$ cat src/rtl/alu_pipe_if.sv
`default_nettype none
// ============================================================================
//  Module   : alu_pipe_if
//  Brief    : Operand/result handshake bundle for alu_pipe. The sat_mode
//             signal is present only when ALU_SAT_EN is defined.
//  Revision : 1.0  initial release
// ============================================================================

interface alu_pipe_if #(
    parameter int WIDTH = 32,
    parameter int OPW   = 3
);
    logic             in_valid;
    logic             in_ready;
    logic [WIDTH-1:0] a;
    logic [WIDTH-1:0] b;
    logic [OPW-1:0]   opcode;
`ifdef ALU_SAT_EN
    logic             sat_mode;
`endif
    logic             out_valid;
    logic             out_ready;
    logic [WIDTH:0]   res;
    logic             zf;
    logic             cf;
    logic             vf;
    logic             nf;

`ifdef ALU_SAT_EN
    modport master (
        output in_valid, a, b, opcode, sat_mode, out_ready,
        input  in_ready, out_valid, res, zf, cf, vf, nf
    );
    modport slave (
        input  in_valid, a, b, opcode, sat_mode, out_ready,
        output in_ready, out_valid, res, zf, cf, vf, nf
    );
`else
    modport master (
        output in_valid, a, b, opcode, out_ready,
        input  in_ready, out_valid, res, zf, cf, vf, nf
    );
    modport slave (
        input  in_valid, a, b, opcode, out_ready,
        output in_ready, out_valid, res, zf, cf, vf, nf
    );
`endif
endinterface

`default_nettype wire

$ cat src/rtl/alu_pipe.sv
`default_nettype none
// ============================================================================
//  Module   : alu_pipe
//  Brief    : Two-stage valid/ready pipelined ALU (ADD SUB INC DEC AND OR NOT
//             XOR) with registered Z/C/V/N flags. Define ALU_SAT_EN to add
//             unsigned saturation selected by sat_mode.
//  Revision : 1.0  initial release
// ============================================================================

module alu_pipe #(
    parameter int WIDTH = 32,
    parameter int OPW   = 3
) (
    input  wire logic clk,
    input  wire logic rst,
    input  wire logic enable,
    alu_pipe_if.slave bus
);

    localparam logic [OPW-1:0] OP_ADD = OPW'(0);
    localparam logic [OPW-1:0] OP_SUB = OPW'(1);
    localparam logic [OPW-1:0] OP_INC = OPW'(2);
    localparam logic [OPW-1:0] OP_DEC = OPW'(3);
    localparam logic [OPW-1:0] OP_AND = OPW'(4);
    localparam logic [OPW-1:0] OP_OR  = OPW'(5);
    localparam logic [OPW-1:0] OP_NOT = OPW'(6);
    localparam logic [OPW-1:0] OP_XOR = OPW'(7);

    generate
        if (OPW != 3) begin : g_bad_opw
            $error("alu_pipe: OPW is reserved and must stay at 3");
        end
        if (WIDTH < 2) begin : g_bad_width
            $error("alu_pipe: WIDTH must be at least 2");
        end
    endgenerate

    // ---------------- state ----------------
    logic             s1_valid_q, s1_valid_d;
    logic [WIDTH-1:0] a_q, a_d;
    logic [WIDTH-1:0] b_q, b_d;
    logic [OPW-1:0]   op_q, op_d;
`ifdef ALU_SAT_EN
    logic             sat_q, sat_d;
`endif
    logic             out_valid_q, out_valid_d;
    logic [WIDTH:0]   res_q, res_d;
    logic             zf_q, zf_d;
    logic             cf_q, cf_d;
    logic             vf_q, vf_d;
    logic             nf_q, nf_d;

    // ---------------- handshake ----------------
    logic s2_ready;
    logic in_ready;
    logic capture;
    logic advance;
    logic drain;

    assign s2_ready = !out_valid_q || bus.out_ready;
    assign in_ready = enable && (!s1_valid_q || s2_ready);
    assign capture  = bus.in_valid && in_ready;
    assign advance  = enable && s1_valid_q && s2_ready;
    // A consumer may finish taking the current result even while stalled.
    assign drain    = out_valid_q && bus.out_ready;

    // ---------------- stage 2 datapath ----------------
    logic [WIDTH-1:0] opb;
    logic             is_arith;
    logic             is_sub;
    logic [WIDTH:0]   sum;
    logic             ovf;
    logic [WIDTH-1:0] logic_res;
    logic [WIDTH:0]   calc_res;
    logic             calc_cf;
    logic             calc_vf;

    always_comb begin
        opb       = b_q;
        is_arith  = 1'b0;
        is_sub    = 1'b0;
        logic_res = '0;
        case (op_q)
            OP_ADD: is_arith = 1'b1;
            OP_SUB: begin
                is_arith = 1'b1;
                is_sub   = 1'b1;
            end
            OP_INC: begin
                is_arith = 1'b1;
                opb      = WIDTH'(1);
            end
            OP_DEC: begin
                is_arith = 1'b1;
                is_sub   = 1'b1;
                opb      = WIDTH'(1);
            end
            OP_AND:  logic_res = a_q & b_q;
            OP_OR:   logic_res = a_q | b_q;
            OP_NOT:  logic_res = ~a_q;
            OP_XOR:  logic_res = a_q ^ b_q;
            default: logic_res = '0;
        endcase
    end

    // Top bit of the WIDTH+1 result is carry for add, borrow for subtract.
    assign sum = is_sub ? ({1'b0, a_q} - {1'b0, opb})
                        : ({1'b0, a_q} + {1'b0, opb});

    assign ovf = is_sub
        ? ((a_q[WIDTH-1] != opb[WIDTH-1]) && (sum[WIDTH-1] != a_q[WIDTH-1]))
        : ((a_q[WIDTH-1] == opb[WIDTH-1]) && (sum[WIDTH-1] != a_q[WIDTH-1]));

    always_comb begin
        if (is_arith) begin
            calc_res = sum;
            calc_cf  = sum[WIDTH];
            calc_vf  = ovf;
`ifdef ALU_SAT_EN
            // Clamp on carry/borrow; cf and vf still describe the raw result.
            if (sat_q && sum[WIDTH]) begin
                calc_res = {1'b0, (is_sub ? {WIDTH{1'b0}} : {WIDTH{1'b1}})};
            end
`endif
        end else begin
            calc_res = {1'b0, logic_res};
            calc_cf  = 1'b0;
            calc_vf  = 1'b0;
        end
    end

    // ---------------- next state ----------------
    always_comb begin
        s1_valid_d = s1_valid_q;
        a_d        = a_q;
        b_d        = b_q;
        op_d       = op_q;
`ifdef ALU_SAT_EN
        sat_d      = sat_q;
`endif
        if (advance) begin
            s1_valid_d = 1'b0;
        end
        if (capture) begin
            s1_valid_d = 1'b1;
            a_d        = bus.a;
            b_d        = bus.b;
            op_d       = bus.opcode;
`ifdef ALU_SAT_EN
            sat_d      = bus.sat_mode;
`endif
        end
    end

    always_comb begin
        out_valid_d = out_valid_q;
        res_d       = res_q;
        zf_d        = zf_q;
        cf_d        = cf_q;
        vf_d        = vf_q;
        nf_d        = nf_q;
        if (advance) begin
            out_valid_d = 1'b1;
            res_d       = calc_res;
            zf_d        = (calc_res[WIDTH-1:0] == '0);
            cf_d        = calc_cf;
            vf_d        = calc_vf;
            nf_d        = calc_res[WIDTH-1];
        end else if (drain) begin
            out_valid_d = 1'b0;
        end
    end

    always_ff @(posedge clk or posedge rst) begin
        if (rst) begin
            s1_valid_q  <= 1'b0;
            a_q         <= '0;
            b_q         <= '0;
            op_q        <= '0;
`ifdef ALU_SAT_EN
            sat_q       <= 1'b0;
`endif
            out_valid_q <= 1'b0;
            res_q       <= '0;
            zf_q        <= 1'b0;
            cf_q        <= 1'b0;
            vf_q        <= 1'b0;
            nf_q        <= 1'b0;
        end else begin
            s1_valid_q  <= s1_valid_d;
            a_q         <= a_d;
            b_q         <= b_d;
            op_q        <= op_d;
`ifdef ALU_SAT_EN
            sat_q       <= sat_d;
`endif
            out_valid_q <= out_valid_d;
            res_q       <= res_d;
            zf_q        <= zf_d;
            cf_q        <= cf_d;
            vf_q        <= vf_d;
            nf_q        <= nf_d;
        end
    end

    assign bus.in_ready  = in_ready;
    assign bus.out_valid = out_valid_q;
    assign bus.res       = res_q;
    assign bus.zf        = zf_q;
    assign bus.cf        = cf_q;
    assign bus.vf        = vf_q;
    assign bus.nf        = nf_q;

endmodule

`default_nettype wire
$ cat src/flat_wrapper.sv
// flat-port wrapper written by rule: the top's interface ports become plain ports
module alu_pipe_flat 
#(
    parameter int WIDTH = 32,
    parameter int OPW   = 3
)
  (clk, rst, enable, bus_in_valid, bus_a, bus_b, bus_opcode, bus_out_ready, bus_in_ready, bus_out_valid, bus_res, bus_zf, bus_cf, bus_vf, bus_nf);
  alu_pipe_if #(.WIDTH(WIDTH), .OPW(OPW)) bus_i ();
  input  wire logic clk;
  input  wire logic rst;
  input  wire logic enable;
  input wire logic [$bits(bus_i.in_valid)-1:0] bus_in_valid;
  input wire logic [$bits(bus_i.a)-1:0] bus_a;
  input wire logic [$bits(bus_i.b)-1:0] bus_b;
  input wire logic [$bits(bus_i.opcode)-1:0] bus_opcode;
  input wire logic [$bits(bus_i.out_ready)-1:0] bus_out_ready;
  output wire logic [$bits(bus_i.in_ready)-1:0] bus_in_ready;
  output wire logic [$bits(bus_i.out_valid)-1:0] bus_out_valid;
  output wire logic [$bits(bus_i.res)-1:0] bus_res;
  output wire logic [$bits(bus_i.zf)-1:0] bus_zf;
  output wire logic [$bits(bus_i.cf)-1:0] bus_cf;
  output wire logic [$bits(bus_i.vf)-1:0] bus_vf;
  output wire logic [$bits(bus_i.nf)-1:0] bus_nf;
  assign bus_i.in_valid = bus_in_valid;
  assign bus_i.a = bus_a;
  assign bus_i.b = bus_b;
  assign bus_i.opcode = bus_opcode;
  assign bus_i.out_ready = bus_out_ready;
  assign bus_in_ready = bus_i.in_ready;
  assign bus_out_valid = bus_i.out_valid;
  assign bus_res = bus_i.res;
  assign bus_zf = bus_i.zf;
  assign bus_cf = bus_i.cf;
  assign bus_vf = bus_i.vf;
  assign bus_nf = bus_i.nf;
  alu_pipe #(.WIDTH(WIDTH), .OPW(OPW)) u_core (.clk(clk), .rst(rst), .enable(enable), .bus(bus_i));
endmodule
$ cat config.mk
export PLATFORM = sky130hd
export DESIGN_NAME = alu_pipe_flat
export DESIGN_NICKNAME = d
export VERILOG_FILES = /design/src/rtl/alu_pipe_if.sv /design/src/rtl/alu_pipe.sv /design/src/flat_wrapper.sv
export SDC_FILE = /design/constraint.sdc
export NUM_CORES = 1
export LEC_CHECK = 0
export ABC_CLOCK_PERIOD_IN_PS = 4250
export BUFFER_PORTS_ARGS = -buffer_cell sky130_fd_sc_hd__buf_2
export CORE_ASPECT_RATIO = 1.1
export CORE_UTILIZATION = 50
export CTS_CLUSTER_SIZE = 10
export DETAILED_ROUTE_END_ITERATION = 7
export PLACE_DENSITY = 0.73
export SYNTH_ARGS = -nofsm -noshare
export SYNTH_HDL_FRONTEND = slang
export SYNTH_SLANG_ARGS = --single-unit
export TNS_END_PERCENT = 20
$ cat constraint.sdc
create_clock -name clk -period 4.25 [get_ports clk]
set_clock_uncertainty 0.1 [all_clocks]
set_input_delay 1.275 -clock clk [delete_from_list [all_inputs] [get_ports clk]]
set_output_delay 1.275 -clock clk [all_outputs]
set_load 0.05 [all_outputs]
Word-level counts from Yosys, hierarchy flattened
Cells that the tools add are included.
{"block": "totals", "elab_cells": 57, "out_inout_bits": 39, "regBits": 106}
{"block": "classes", "reduce_logical": 18, "n_eq_ne": 10, "add_sub_neg": 2, "bitwise": 4, "muxes": 13}
{"operator": "$pmux 32 s4", "n": 1}
{"operator": "$mux 33", "n": 2}
{"operator": "$add 32x32->33", "n": 1}
{"operator": "$sub 32x32->33", "n": 1}
{"operator": "$and 32x32->32", "n": 1}
{"operator": "$logic_not 32->1", "n": 1}
{"operator": "$mux 32", "n": 1}
{"operator": "$not 32->32", "n": 1}
{"operator": "$or 32x32->32", "n": 1}
{"operator": "$xor 32x32->32", "n": 1}
{"operator": "$eq 3x3->1 const B", "n": 4}
{"operator": "$mux 1", "n": 9}
{"operator": "$logic_and 1x1->1", "n": 7}
{"operator": "$eq 3x2->1 const B", "n": 2}
{"operator": "$reduce_bool 2->1", "n": 2}
{"operator": "$reduce_or 2->1", "n": 2}
{"operator": "$reduce_or 4->1", "n": 1}
{"operator": "$eq 3x1->1 const B", "n": 1}
{"operator": "$logic_not 3->1", "n": 1}
{"operator": "$logic_not 1->1", "n": 2}
{"operator": "$logic_or 1x1->1", "n": 2}
{"operator": "$ne 1x1->1", "n": 2}
{"operator": "$eq 1x1->1", "n": 1}

Longest topological paths before layout
{"block": "depth", "word_depth": 9, "mapped_depth": 23}

Least setup slack after synthesis
No wires, ideal clock.
{"block": "synth_timing", "path_kind": "reg-to-reg", "startpoint": "reg u_core.op_q[0]", "endpoint": "reg u_core.zf_q, in the netlist u_core.bus.zf", "required_time_ns": 4.084, "period_less_slack_ns": 4.475, "arrival_time_ns": 4.308, "path_stages_with_launch": 19, "setup_ns": 0.066, "path_buffers": 3, "setup_slack_ns": -0.225, "path_cell_list": "dfrtp_1 -> buf_4 -> buf_2 -> clkbuf_1 -> nand2_1 -> o21ai_0 -> xnor2_1 -> a21oi_1 -> ha_1 -> a21o_1 -> a2111oi_0 -> a221oi_1 -> a2111o_1 -> a2111o_1 -> nor4b_2 -> nand4_1 -> nor4_1 -> nand4_1 -> nand2_1"}
{"block": "synth_via", "elab_chain_len": 7}
{"item": "start: declaration", "line_no": "alu_pipe.sv:42", "text": "logic [OPW-1:0] op_q, op_d;"}
{"item": "start signal: assignment", "line_no": "alu_pipe.sv:193", "text": "op_q <= op_d;"}
{"item": "$eq 3x2->1", "line_no": "alu_pipe.sv:83", "text": "case (op_q)"}
{"item": "$reduce_or 2->1 (no line)"}
{"item": "$mux 32", "line_no": "alu_pipe.sv:83"}
{"item": "$add 32x32->33 / $sub 32x32->33 (equally long branches)", "line_no": "alu_pipe.sv:108, alu_pipe.sv:107"}
{"item": "$mux 33", "line_no": "alu_pipe.sv:107", "text": "assign sum = is_sub ? ({1'b0, a_q} - {1'b0, opb})"}
{"item": "$mux 33 (*)", "line_no": "alu_pipe.sv:115", "text": "if (is_arith) begin"}
{"item": "$logic_not 32->1 (*)", "line_no": "alu_pipe.sv:165", "text": "zf_d = (calc_res[WIDTH-1:0] == '0);"}
{"item": "end signal: assignment", "line_no": "alu_pipe.sv:199", "text": "zf_q <= zf_d;"}
{"item": "end: declaration", "line_no": "alu_pipe.sv:48", "text": "logic zf_q, zf_d;"}
Every way passes the cells marked *; elsewhere a longest branch is shown, timed or not.
A chain may end at the register's enable or synchronous reset.

Worst setup path in the final report
{"block": "layout_timing", "startpoint": "reg u_core.b_q[2]", "endpoint": "reg u_core.zf_q, in the netlist u_core.bus.zf"}
{"block": "layout_via", "elab_chain_len": 5}
{"item": "start: declaration", "line_no": "alu_pipe.sv:41", "text": "logic [WIDTH-1:0] b_q, b_d;"}
{"item": "start signal: assignment", "line_no": "alu_pipe.sv:178", "text": "b_q <= '0;"}
{"item": "start signal: assignment", "line_no": "alu_pipe.sv:192", "text": "b_q <= b_d;"}
{"item": "$mux 32", "line_no": "alu_pipe.sv:83"}
{"item": "$add 32x32->33 / $sub 32x32->33 (equally long branches)", "line_no": "alu_pipe.sv:108, alu_pipe.sv:107"}
{"item": "$mux 33", "line_no": "alu_pipe.sv:107"}
{"item": "$mux 33 (*)", "line_no": "alu_pipe.sv:115"}
{"item": "$logic_not 32->1 (*)", "line_no": "alu_pipe.sv:165"}
Marks and branches as above.

==> out/metrics.cfg <==
[status]
status=finished, violations left
failed_checks=negative setup slack

[timing]
slew_violations=0
layout_setup_ws_ps=-54.3
setup_violations=1
max_freq_mhz=232
relSlewSlack_pct=54.5
worstMarginPinSlew_ps=683
tns_ps=-54.3
finalCritPeriodShare_pct=101
rsz0062_at_grt=true
final_hold_viol_count=0
period_minus_slack_ps=4300

[finish]
multiInputGateArea_sq_um=6100
final_common_cell=buf_4
stdcell_area_sq_um=11600
fillers=1490
layout_common_cells=buf_4, nand2_1, buf_2
ff_latch_area_sq_um=2610
drive_gt1_share_pct=35.7
final_nets=1433
diodes=0
area_delta_synth_final_pct=28.1
post-route-util_pct=65.7

[worst_setup_path]
worst-endpoint-required_ps=4460
r2r_end=u_core.bus.zf
ff2ff_setup_slack_ps=-50
worst-path-max-fanout=5
critPathCaptureType=register
cp-start-kind=register
critical_path_arrival_ps=4510
reg2reg_from=u_core.b_q[2]
reg2regPathDepth=20
startpoint=u_core.b_q[2]
path_class=reg2reg
critPathCapture=u_core.bus.zf

[logic_synthesis]
syn_inst=1014
ys_seq_area_share_pct=28.6
synth_edf_count=0
yosys_warnings=0
synth_area_per_cell_sq_um=8.97
synth_nets=1183
syn_area_sq_um=9090
ys_ff_latch=104
synth_ff_type=dfrtp_1
postSynth.asyncResetShare_pct=100
synthDistinctLibCells=71

[routing]
first_pass_iters=5
via_count=8440
drt-total-wl_um=25300
avgViaCountPerCell=5.60
antenna_left=0
wl_per_cell_um=16.8
drc=0
drt-initial-drc-count=714

[clocking]
numCtsBuffers=9
cts_tree=done
clkTransAtPathRegs_ps=70
cts.sinks=104
htree_levels=3
cts_root_buf=clkbuf_16
clock_latency_ps=370
clockBufferDepth=2

[grt]
grt_max_degree=57
antenna_found_initial=0
grt_pass1_wl_um=40400
grt.overflow.total=0
grt_pass1_vias=8112
grt_usage_pct=28.0

[placed_design]
gp_congestion=0.941
pre_cts_ws_ps=-98.0
port_buffers=110
dpl.hpwl_um=19700
place_area_sq_um=11100

[power]
powerDensity_nw_per_um2=753
ir_drop_mv=0.409
leakagePower_nw=5.70
design_power_total_mw=8.77

[floorplanning]
core_area_sq_um=17700
die_area_sq_um=18700
fp.dieH_um=143
fp-row-count=51
initial_core_util_pct=51.3
io_pins=111
chipWidth_um=131

[worst_hold_path]
min_delay_path_depth=2
hold_class=reg2reg

[job]
max-cap-violations=0

==> area by class of cell <==
| type | instances | area share [%] |
|---|---|---|
| multi-input cells | 747 | 52.4 |
| flip-flops and latches | 104 | 22.4 |
| repair buffers | 292 | 16.6 |
| inverters | 110 | 3.57 |
| well taps | 238 | 2.56 |
| clock buffers | 10 | 1.97 |
| clock inverters | 6 | 0.580 |
==> how the worst min path moves through the flow <==
| stage | startpoint | end | slack (ps) |
|---|---|---|---|
| 4_1_cts | u_core.bus.res[9] | u_core.bus.res[9] | 370 |
| 3_3_place_gp | u_core.bus.res[13] | u_core.bus.res[13] | 350 |
| 3_5_place_dp | u_core.bus.res[9] | u_core.bus.res[9] | 360 |
| 2_1_floorplan | u_core.s1_valid_q | u_core.s1_valid_q | 390 |
| 5_1_grt | u_core.bus.res[8] | u_core.bus.res[8] | 410 |
| 6_report | u_core.bus.res[9] | u_core.bus.res[9] | 370 |
==> registers in the layout (all words and copies together) (netlist names) <==
signal                flops
u_core.op_q               3
u_core.b_q               32
u_core.s1_valid_q         1
u_core.bus.res           33
u_core.bus.vf             1
u_core.a_q               32
u_core.bus.zf             1
u_core.bus.out_valid      1
==> timing repair <==
action,4_1_cts,5_1_grt
gates resized for setup,10,32
pin swaps,4,12
hold buffers,0,0
buffers inserted,1,3
setup endpoints to repair,2,11
==> stage by stage <==
step	cells	hold slack, ps
floorplan	1014	387
global placement	1487	353
detailed placement	1487	358
CTS	1504	375
global route	1507	405
finish	1507	372
==> cell usage after synthesis, drive strengths merged (22+ instances only) <==
library cell	n	area share, %
ha	96	13
o211ai	22	1.9
dfrtp	104	29
mux2	69	8.5
o21ai	51	2.8
a21oi	43	2.4
clkbuf	33	1.4
mux4	30	7.4
nand2	124	5.1
inv	109	4.5
nor2	60	2.5
==> critical path, stage by stage (launching register included) <==
cell and delay (ps):
dfrtp_1 390, or3_4 420, nor3_4 140, nand4_1 160, o21bai_4 210, buf_4 170, o21bai_1 200, o21ai_1 190
or3_1 130, nand3_1 120, ha_4 300, inv_1 50, nor3_1 310, and3_1 260, nand2_1 80, a221oi_2 290
o21ai_1 120, a31o_1 220, a211oi_1 210, nand4_1 110, nand2_1 70
==> routing by layer <==
layer | vias up | track usage (%) | wire (um)
met5 | - | 0 | 0
met4 | 0 | 8.65 | 610
met3 | 43 | 3.50 | 1170
met2 | 250 | 48.4 | 12300
met1 | 4037 | 36.1 | 11300
li1 | 4110 | - | -
==> power breakdown <==
group	switching, mW	leakage (nW)	total, mW	internal (mW)
sequential	0.275	1.23	1.57	1.30
clock	0.401	0.139	0.862	0.461
combinational	3.46	4.33	6.34	2.89
total	4.13	5.70	8.77	4.64
==> cells by family (layout without fill, tap and decap cells) <==
| family | after synthesis | count (layout) | synth area share, % |
|---|---|---|---|
| AO/OA/AOI/OAI | 216 | 216 | 16.1 |
| XOR/XNOR | 26 | 26 | 2.50 |
| multiplexers | 108 | 108 | 17.0 |
| buffers and inverters | 163 | 418 | 6.89 |
| flip-flops | 104 | 104 | 28.6 |
| adder cells (fa/ha/maj) | 97 | 97 | 13.4 |
| AND/OR/NAND/NOR | 300 | 300 | 15.5 |
No activity file was read; power rests on OpenSTA's default activity.
